$ cat src/rtl/uart_rx.sv
`default_nettype none
// ============================================================================
// Module   : uart_rx
// Purpose  : Oversampling asynchronous serial receiver. Validates the start
//            bit at mid-bit, shifts DATA_BITS data bits in LSB-first, checks
//            the stop bit and reports each frame with a one-cycle pulse on
//            data_valid or frame_err.
// Options  : define UART_RX_PARITY_EN to receive one even-parity bit between
//            the last data bit and the stop bit (drives parity_err).
// Revision : 1.0 - initial release
// ============================================================================
module uart_rx #(
    parameter int DATA_BITS  = 8,    // data bits per frame, 2 or more
    parameter int OVERSAMPLE = 16    // sample_tick pulses per bit, even, >= 4
) (
    input  logic                 clk,
    input  logic                 rst,
    input  logic                 sample_tick,
    input  logic                 rx,
    output logic [DATA_BITS-1:0] data_out,
    output logic                 data_valid,
    output logic                 frame_err,
    output logic                 parity_err,
    output logic                 busy
);

    localparam int c_TW = $clog2(OVERSAMPLE);
    localparam int c_BW = $clog2(DATA_BITS);

    localparam logic [c_TW-1:0] c_TICK_MID  = c_TW'(OVERSAMPLE / 2 - 1);
    localparam logic [c_TW-1:0] c_TICK_LAST = c_TW'(OVERSAMPLE - 1);
    localparam logic [c_BW-1:0] c_BIT_LAST  = c_BW'(DATA_BITS - 1);

    localparam logic [2:0] c_IDLE   = 3'd0;
    localparam logic [2:0] c_START  = 3'd1;
    localparam logic [2:0] c_DATA   = 3'd2;
    localparam logic [2:0] c_STOP   = 3'd3;
`ifdef UART_RX_PARITY_EN
    localparam logic [2:0] c_PARITY = 3'd4;
`endif

    logic                 r_sync1;
    logic                 r_sync2;
    logic [2:0]           r_state;
    logic [c_TW-1:0]      r_tick_cnt;
    logic [c_BW-1:0]      r_bit_cnt;
    logic [DATA_BITS-1:0] r_shift;
    logic [DATA_BITS-1:0] r_data_out;
    logic                 r_data_valid;
    logic                 r_frame_err;
    logic                 r_parity_err;
    logic                 r_par_bit;

    logic                 w_rxs;
    logic [2:0]           w_state_nxt;
    logic [c_TW-1:0]      w_tick_nxt;
    logic [c_BW-1:0]      w_bit_nxt;
    logic [DATA_BITS-1:0] w_shift_nxt;
    logic [DATA_BITS-1:0] w_data_out_nxt;
    logic                 w_valid_nxt;
    logic                 w_ferr_nxt;
    logic                 w_perr_nxt;
    logic                 w_par_nxt;

    assign w_rxs = r_sync2;

    // Two-flop synchronizer for the asynchronous line; idles high out of reset
    always_ff @(posedge clk) begin
        if (rst) begin
            r_sync1 <= 1'b1;
            r_sync2 <= 1'b1;
        end else begin
            r_sync1 <= rx;
            r_sync2 <= r_sync1;
        end
    end

    // State, counters, shift register and result pulses
    always_ff @(posedge clk) begin
        if (rst) begin
            r_state      <= c_IDLE;
            r_tick_cnt   <= '0;
            r_bit_cnt    <= '0;
            r_shift      <= '0;
            r_data_out   <= '0;
            r_data_valid <= 1'b0;
            r_frame_err  <= 1'b0;
            r_parity_err <= 1'b0;
            r_par_bit    <= 1'b0;
        end else begin
            r_state      <= w_state_nxt;
            r_tick_cnt   <= w_tick_nxt;
            r_bit_cnt    <= w_bit_nxt;
            r_shift      <= w_shift_nxt;
            r_data_out   <= w_data_out_nxt;
            r_data_valid <= w_valid_nxt;
            r_frame_err  <= w_ferr_nxt;
            r_parity_err <= w_perr_nxt;
            r_par_bit    <= w_par_nxt;
        end
    end

    // Next-state logic; everything except the pulses only moves on a tick
    always_comb begin
        w_state_nxt    = r_state;
        w_tick_nxt     = r_tick_cnt;
        w_bit_nxt      = r_bit_cnt;
        w_shift_nxt    = r_shift;
        w_data_out_nxt = r_data_out;
        w_valid_nxt    = 1'b0;
        w_ferr_nxt     = 1'b0;
        w_perr_nxt     = 1'b0;
        w_par_nxt      = r_par_bit;
        if (sample_tick) begin
            case (r_state)
                c_IDLE: begin
                    if (!w_rxs) begin
                        w_state_nxt = c_START;
                        w_tick_nxt  = '0;
                    end
                end
                c_START: begin
                    if (r_tick_cnt == c_TICK_MID) begin
                        // A line that is high again by mid start bit was noise
                        if (w_rxs) begin
                            w_state_nxt = c_IDLE;
                        end else begin
                            w_state_nxt = c_DATA;
                            w_tick_nxt  = '0;
                            w_bit_nxt   = '0;
                        end
                    end else begin
                        w_tick_nxt = r_tick_cnt + 1'b1;
                    end
                end
                c_DATA: begin
                    if (r_tick_cnt == c_TICK_LAST) begin
                        w_tick_nxt  = '0;
                        w_shift_nxt = {w_rxs, r_shift[DATA_BITS-1:1]};
                        if (r_bit_cnt == c_BIT_LAST) begin
                            w_bit_nxt = '0;
`ifdef UART_RX_PARITY_EN
                            w_state_nxt = c_PARITY;
`else
                            w_state_nxt = c_STOP;
`endif
                        end else begin
                            w_bit_nxt = r_bit_cnt + 1'b1;
                        end
                    end else begin
                        w_tick_nxt = r_tick_cnt + 1'b1;
                    end
                end
`ifdef UART_RX_PARITY_EN
                c_PARITY: begin
                    if (r_tick_cnt == c_TICK_LAST) begin
                        w_tick_nxt  = '0;
                        w_par_nxt   = w_rxs;
                        w_state_nxt = c_STOP;
                    end else begin
                        w_tick_nxt = r_tick_cnt + 1'b1;
                    end
                end
`endif
                c_STOP: begin
                    if (r_tick_cnt == c_TICK_LAST) begin
                        // Leave at mid stop bit so a back-to-back start is caught
                        w_tick_nxt  = '0;
                        w_state_nxt = c_IDLE;
                        if (w_rxs) begin
                            w_data_out_nxt = r_shift;
                            w_valid_nxt    = 1'b1;
`ifdef UART_RX_PARITY_EN
                            w_perr_nxt     = (^r_shift) ^ r_par_bit;
`endif
                        end else begin
                            w_ferr_nxt = 1'b1;
                        end
                    end else begin
                        w_tick_nxt = r_tick_cnt + 1'b1;
                    end
                end
                default: begin
                    w_state_nxt = c_IDLE;
                    w_tick_nxt  = '0;
                    w_bit_nxt   = '0;
                end
            endcase
        end
    end

    assign data_out   = r_data_out;
    assign data_valid = r_data_valid;
    assign frame_err  = r_frame_err;
    assign busy       = (r_state != c_IDLE);

`ifdef UART_RX_PARITY_EN
    assign parity_err = r_parity_err;
`else
    // Parity is not received in this build; the flops are left unread
    assign parity_err = 1'b0;
    logic w_unused;
    assign w_unused = r_parity_err ^ r_par_bit;
`endif

endmodule
`default_nettype wire

$ cat config.mk
export PLATFORM = sky130hd
export DESIGN_NAME = uart_rx
export DESIGN_NICKNAME = d
export VERILOG_FILES = /design/src/rtl/uart_rx.sv
export SDC_FILE = /design/constraint.sdc
export NUM_CORES = 1
export LEC_CHECK = 0
export ABC_AREA = 1
export BUFFER_PORTS_ARGS = -buffer_cell sky130_fd_sc_hd__buf_2
export CELL_PAD_IN_SITES_DETAIL_PLACEMENT = 0
export CELL_PAD_IN_SITES_GLOBAL_PLACEMENT = 1
export CORE_ASPECT_RATIO = 0.75
export CORE_MARGIN = 8
export CORE_UTILIZATION = 44
export DETAILED_ROUTE_END_ITERATION = 12
export HOLD_SLACK_MARGIN = 0.1
export PLACE_DENSITY_LB_ADDON = 0.1
export SYNTH_ARGS = -nofsm -noshare
export SYNTH_HDL_FRONTEND = slang
export SYNTH_SLANG_ARGS = --single-unit
export TNS_END_PERCENT = 20
$ cat constraint.sdc
create_clock -name clk -period 2.6 [get_ports clk]
set_input_delay 0 -clock clk [delete_from_list [all_inputs] [get_ports clk]]
set_output_delay 0 -clock clk [all_outputs]
set_load 0.02 [all_outputs]
==> results.json, run 1 <==
{
  "fin_nets": 212,
  "cts_tree": "done",
  "ys.flop_type": "dfxtp_1",
  "clockBufferDepth": 2,
  "grt_pass1_vias": 1055,
  "fillCellCount": 297,
  "synth_edf_count": 0,
  "required_ps": 2760,
  "p_seq_share_pct": 53.3,
  "worstPathCellList": "inv_1, ha_1, inv_2, nand2_1, nand2_1, nand2_1, inv_1, nand2_1, nand2_1, a21oi_1",
  "ir_drop_v": 0.0003208,
  "grt_pass1_wl_um": 4850,
  "die_area_um2": 5049,
  "cp.arrival_ps": 1780,
  "fmax_mhz": 616.9,
  "rsz0062_at_grt": "false",
  "combPwrFrac_pct": 6.1,
  "place_hpwl_um": 2115,
  "die_h_um": 63.57,
  "slew_viol_final": 0,
  "cpPeakStageDelay_ps": 400,
  "syn_to_final_growth_pct": 16.31,
  "cp-start-kind": "flop",
  "p_sw_share_pct": 23.25,
  "wl_um": 2827,
  "p_int_uw": 651.8,
  "ys_warn_count": 0,
  "critPathCaptureType": "flop",
  "highest_layer": "met4",
  "antenna_found_initial": 0,
  "p_clk_share_pct": 40.6,
  "start_util_pct": 45.56,
  "syn-num-nets": 192,
  "routedWlPerCell_um": 11.83,
  "clock-sinks": 29,
  "grt_use_total_pct": 12.03,
  "synth_compound_area_share_pct": 12.63,
  "vias": 1162,
  "p_per_area_nw_per_um2": 550.1,
  "route.detailed.drc": 0,
  "ys_ff_latch": 29,
  "post-route-min-period_ps": 1621,
  "syn-mean-instance-area_um2": 7.375,
  "wl_met2_um": 1143,
  "setup_violations": 0,
  "min_period_over_period_pct": 62.35,
  "synth_fa_ha_area_share_pct": 7.540,
  "max_cap_viol_count": 0,
  "insertion_delay_ps": 270,
  "coreArea_um2": 2914,
  "grt.overflow.total": 0,
  "path_class": "reg2reg",
  "synth-async-reset-ratio_pct": 0,
  "p_sw_uw": 197.5,
  "final_util_pct": 52.98,
  "yosys.area_share.xor_xnor_pct": 0.6598,
  "synth_top_family_by_area": "simple AND/OR/NAND/NOR gates",
  "netlist_area_um2": 1328,
  "yosys.area.top_type": "dfxtp_1",
  "worstMarginPinSlew_ps": 508.5,
  "max_slew_margin_pct": 66.07,
  "grt_max_degree": 21,
  "synthSimpleGateAreaFrac_pct": 27.90,
  "dr.pass1.iters": 4,
  "finalClockSkew_ps": 5.700,
  "cts-root-buf": "clkbuf_8",
  "synthMuxAreaShare_pct": 0,
  "hp-class": "reg2reg",
  "synth_cell_type_count": 25,
  "met3WireLength_um": 198,
  "cts_buffers": 5,
  "via_per_inst": 4.862,
  "drtAntennaViolNets": 0,
  "path_clk_slew_ps": 60,
  "gp_congestion": 0.8039,
  "critPathMaxFanout": 5,
  "wl_met1_um": 1454,
  "drt_iter0_markers": 42,
  "status": "finished, final reports clean",
  "synth_top_area_share_pct": 43.73,
  "slowest_stage": "dfxtp_1",
  "portBuffers": 14,
  "antenna_cells": 0,
  "total_leakage_power_nw": 0.7414,
  "htree_levels": 2,
  "ys_seq_area_share_pct": 43.73,
  "drive_above_1_share_pct": 15.92,
  "timing_hold_violations_final": 0,
  "num_rows": 17,
  "synthTopCellsByCount": "37 x nor2_1, 30 x nand2_1, 29 x dfxtp_1, 20 x o21ai_0, 15 x inv_1",
  "synth.most_common_cell": "nor2_1",
  "synthTopCellsByArea": "dfxtp_1 44%, nor2_1 10%, nand2_1 8.5%",
  "io_pins": 16,
  "finalSetupTns_ps": 0,
  "die_w_um": 79.43,
  "crit_top_cell": "nand2_1",
  "synth_cells": 180
}
==> path summary, 6_finish.rpt <==
kind / from / endpoint / slack [ps] / depth (start not counted)
hold / removal: r_sync1 / r_sync2 / 420 / 1
hold reg to reg: r_sync1 / r_sync2 / 420 / 1
setup reg to reg: r_state[0] / r_state[1] / 980 / 10
setup / recovery: r_state[0] / r_state[1] / 980 / 10
==> sequential cells by signal, indices dropped and copies added (netlist names) <==
register / count
data_out: 8
data_valid: 1
frame_err: 1
r_bit_cnt: 3
r_shift: 8
r_state: 2
r_sync1: 1
r_sync2: 1
r_tick_cnt: 4
==> per-stage QoR <==
step | hold WS, ps | std cells | setup slack (ps) | cell area, µm² | total power, mW
after global placement | 186.1 | 227 | 1004 | 1421 | 0.5081
final | 417.3 | 239 | 978.9 | 1544 | 0.8493
after detailed placement | 183.6 | 227 | 1001 | 1421 | 0.5092
after CTS | 420.8 | 239 | 973.4 | 1544 | 0.8624
after floorplan | 103.8 | 180 | 1191 | 1328 | 0.4975
after global routing | 432.9 | 239 | 770.6 | 1544 | 0.8928
==> logic make-up (layout without fill, tap and decap cells) <==
logic type / count (synthesis) / count (layout)
compound gates: 33 / 33
xor+xnor: 1 / 1
fa+ha+maj: 8 / 8
buf+inv: 24 / 45
flops: 29 / 29
other cells: 1 / 1
simple gates: 84 / 84
==> critical path, delay by kind of cell (launching register included) <==
kind	cells	cell delay, ps
AND/OR/NAND/NOR	5	390
adder cells (fa/ha/maj)	1	250
flip-flops	1	400
buffers and inverters	3	400
AO/OA/AOI/OAI	1	50
==> cell type report <==
cell class	instances	area (µm²)	share of cell area [%]
well taps	38	47.55	3.079
inverters	19	72.57	4.700
clock inverters	2	10.01	0.6483
multi-input cells	127	650.6	42.14
repair buffers	18	110.1	7.131
flip-flops and latches	29	580.6	37.60
clock buffers	6	72.57	4.700
==> routing by layer <==
layer	GRT usage, %	vias to the layer above
li1	-	612
met1	15.42	515
met2	16.75	30
met3	5.524	5
met4	4.839	0
met5	0	-
==> power groups by stage <==
| stage | Clock [mW] | Sequential, mW | Combinational [mW] |
|---|---|---|---|
| CTS | 0.359 | 0.453 | 0.0511 |
| detailed placement | 0 | 0.463 | 0.0465 |
| finish | 0.345 | 0.453 | 0.0517 |
| global route | 0.380 | 0.453 | 0.0594 |
| floorplan | 0 | 0.462 | 0.0360 |
| global placement | 0 | 0.462 | 0.0458 |
==> placed cells by master (no fill, tap or decap) <==
cell type      instances
clkbuf_1               1
dfxtp_1               29
nand3_1                7
and2_1                 1
nor2_1                37
nor2_2                 1
nor4_1                 1
dlygate4sd3_1          4
xor2_1                 1
nand3_2                2
o21ai_1                1
inv_2                  3
inv_1                 15
nand2_1               30
nand4_1                1
o21ai_0               20
clkbuf_8               5
ha_1                   8
buf_2                 14
nor2_8                 1
o211ai_1               1
conb_1                 1
a21oi_1               11
or2_2                  3
clkinv_2               3
==> repair_timing <==
action / CTS / global route
resized for setup: 0 / 0
hold buffers: 4 / 0
hold endpoints to repair: 9 / 0
setup buffers: 0 / 0
Note: power is estimated with default switching activity, not from simulation.
==> inputs of run 2 (changes only) <==
Settings changed: CORE_UTILIZATION 44 to 41.
Clock period 2.6 ns to 1.5 ns, I/O delays scaled along.
==> run 2 against run 1 <==
Against the previous run:
- clock-buffer cell count unchanged
- die area up 5.6%
- hold slack worse by 2.4 ps
- sequential share of layout area down 4.0 points
- first-iteration DRC count up 90%
- global-route usage up 0.24 points
- clock skew up 0.60 ps
- critical endpoint unchanged
==> results.json, run 2 (synthesis gave the netlist of run 1 again) <==
{
  "routedWlPerCell_um": 11.39,
  "place_ws_ps": -6.976,
  "combPwrFrac_pct": 6.1,
  "cts_buffers": 5,
  "setup_violations": 0,
  "reg2reg_depth": 8,
  "drt_iter0_markers": 80,
  "hold_ws_ps": 415.0,
  "required_ps": 1710,
  "p_per_area_nw_per_um2": 994.7,
  "cts-root-buf": "clkbuf_8",
  "grt_use_total_pct": 12.27,
  "critPathMaxFanout": 3,
  "p_sw_share_pct": 21.48,
  "antenna_cells": 0,
  "io_pins": 16,
  "dr.pass1.iters": 4,
  "wl_um": 2894,
  "layout_common_cells": "36 x nor2_1, 29 x nand2_1, 25 x dfxtp_1",
  "finalClockSkew_ps": 6.296,
  "cp-start-kind": "flop",
  "die_w_um": 81.71,
  "cp.arrival_ps": 1640,
  "drtAntennaViolNets": 0,
  "layout_commonest_cell": "nor2_1",
  "path_clk_slew_ps": 70,
  "fillCellCount": 310,
  "antenna_found_initial": 0,
  "multi_input_area_um2": 693.2,
  "clock-sinks": 29,
  "final_util_pct": 54.46,
  "die_h_um": 65.28,
  "portBuffers": 14,
  "ir_drop_v": 0.0006255,
  "critPathCaptureType": "flop",
  "grt_max_degree": 21,
  "path_class": "reg2reg",
  "max_cap_viol_count": 0,
  "coreArea_um2": 3198,
  "clockBufferDepth": 2,
  "p_clk_share_pct": 48.6,
  "slew_viol_final": 0,
  "min_period_over_period_pct": 95.29,
  "grt_pass1_wl_um": 5092,
  "timing_hold_violations_final": 0,
  "p_sw_uw": 372.1,
  "start_util_pct": 41.51,
  "post-route-min-period_ps": 1429,
  "gp_congestion": 0.8391,
  "total_leakage_power_nw": 0.8185,
  "cts_tree": "done",
  "via_per_inst": 4.677,
  "route.detailed.drc": 0,
  "vias": 1188,
  "die_area_um2": 5334,
  "syn_to_final_growth_pct": 31.20,
  "drive_above_1_share_pct": 28.50,
  "fin_nets": 225,
  "grt_pass1_vias": 1166,
  "seqCellArea_um2": 585.6,
  "insertion_delay_ps": 280,
  "num_rows": 18,
  "htree_levels": 2,
  "hp-class": "reg2reg",
  "grt.overflow.total": 0,
  "p_seq_share_pct": 45.3,
  "fmax_mhz": 699.6,
  "min_path_cells": 1,
  "finalWorstSetupSlack_ps": 70.67,
  "status": "finished, final reports clean",
  "place_hpwl_um": 2178,
  "p_int_mw": 1.360
}
[run 2: power by group through the flow]
stage	Sequential, mW	Combinational [mW]	Clock [mW]
after global routing	0.786	0.123	0.905
after CTS	0.783	0.0970	0.863
after floorplan	0.800	0.0623	0
after global placement	0.800	0.0889	0
after detailed placement	0.800	0.0884	0
final	0.785	0.106	0.841
[run 2: routing by layer]
metal | track usage [%] | share of wire, % | vias to the layer above
li1 | - | - | 637
met2 | 17.54 | 42 | 21
met1 | 16.32 | 52 | 525
met4 | 5.240 | 1.2 | 0
met5 | 0 | 0 | -
met3 | 4.223 | 5.4 | 5
[run 2: final timing paths]
check / start / end / slack [ps]
max reg2reg: r_bit_cnt[0] / r_state[1] / 70
max: r_bit_cnt[0] / r_state[1] / 70
min reg2reg: r_sync1 / r_sync2 / 410
min: r_sync1 / r_sync2 / 410
[run 2: critical path, cell delays in order, from the launching register on]
cell and delay (ps):
dfxtp_2 330, ha_1 200, ha_1 190, or2_4 260
nand2_1 60, nor2_1 50, nand2_1 90, nand2_1 70
a21oi_1 120
[run 2: area by class of cell]
class,count,share of cell area [%]
clock buffer,6,4.741
clock inverter,2,2.155
inverter,19,4.167
multi-input combinational,127,39.80
sequential,29,33.62
tap,40,2.874
timing repair buffer,31,12.64
[run 2: through the flow]
stage / cell area, µm² / total power, mW / std cells / setup TNS, ps
finish: 1742 / 1.732 / 254 / 0
global placement: 1519 / 0.8891 / 240 / 0
detailed placement: 1519 / 0.8888 / 240 / -6.976
floorplan: 1328 / 0.8623 / 180 / 0
CTS: 1684 / 1.743 / 252 / 0
global route: 1742 / 1.814 / 254 / -38.18
[run 2: timing repair]
action / 4_1_cts / 5_1_grt
hold buffers: 4 / 0
pin swaps: 0 / 3
hold endpoints to repair: 9 / 0
gates cloned: 0 / 0
endpoints found under the setup margin: 2 / 19
setup buffers: 0 / 2
gates resized for setup: 1 / 18
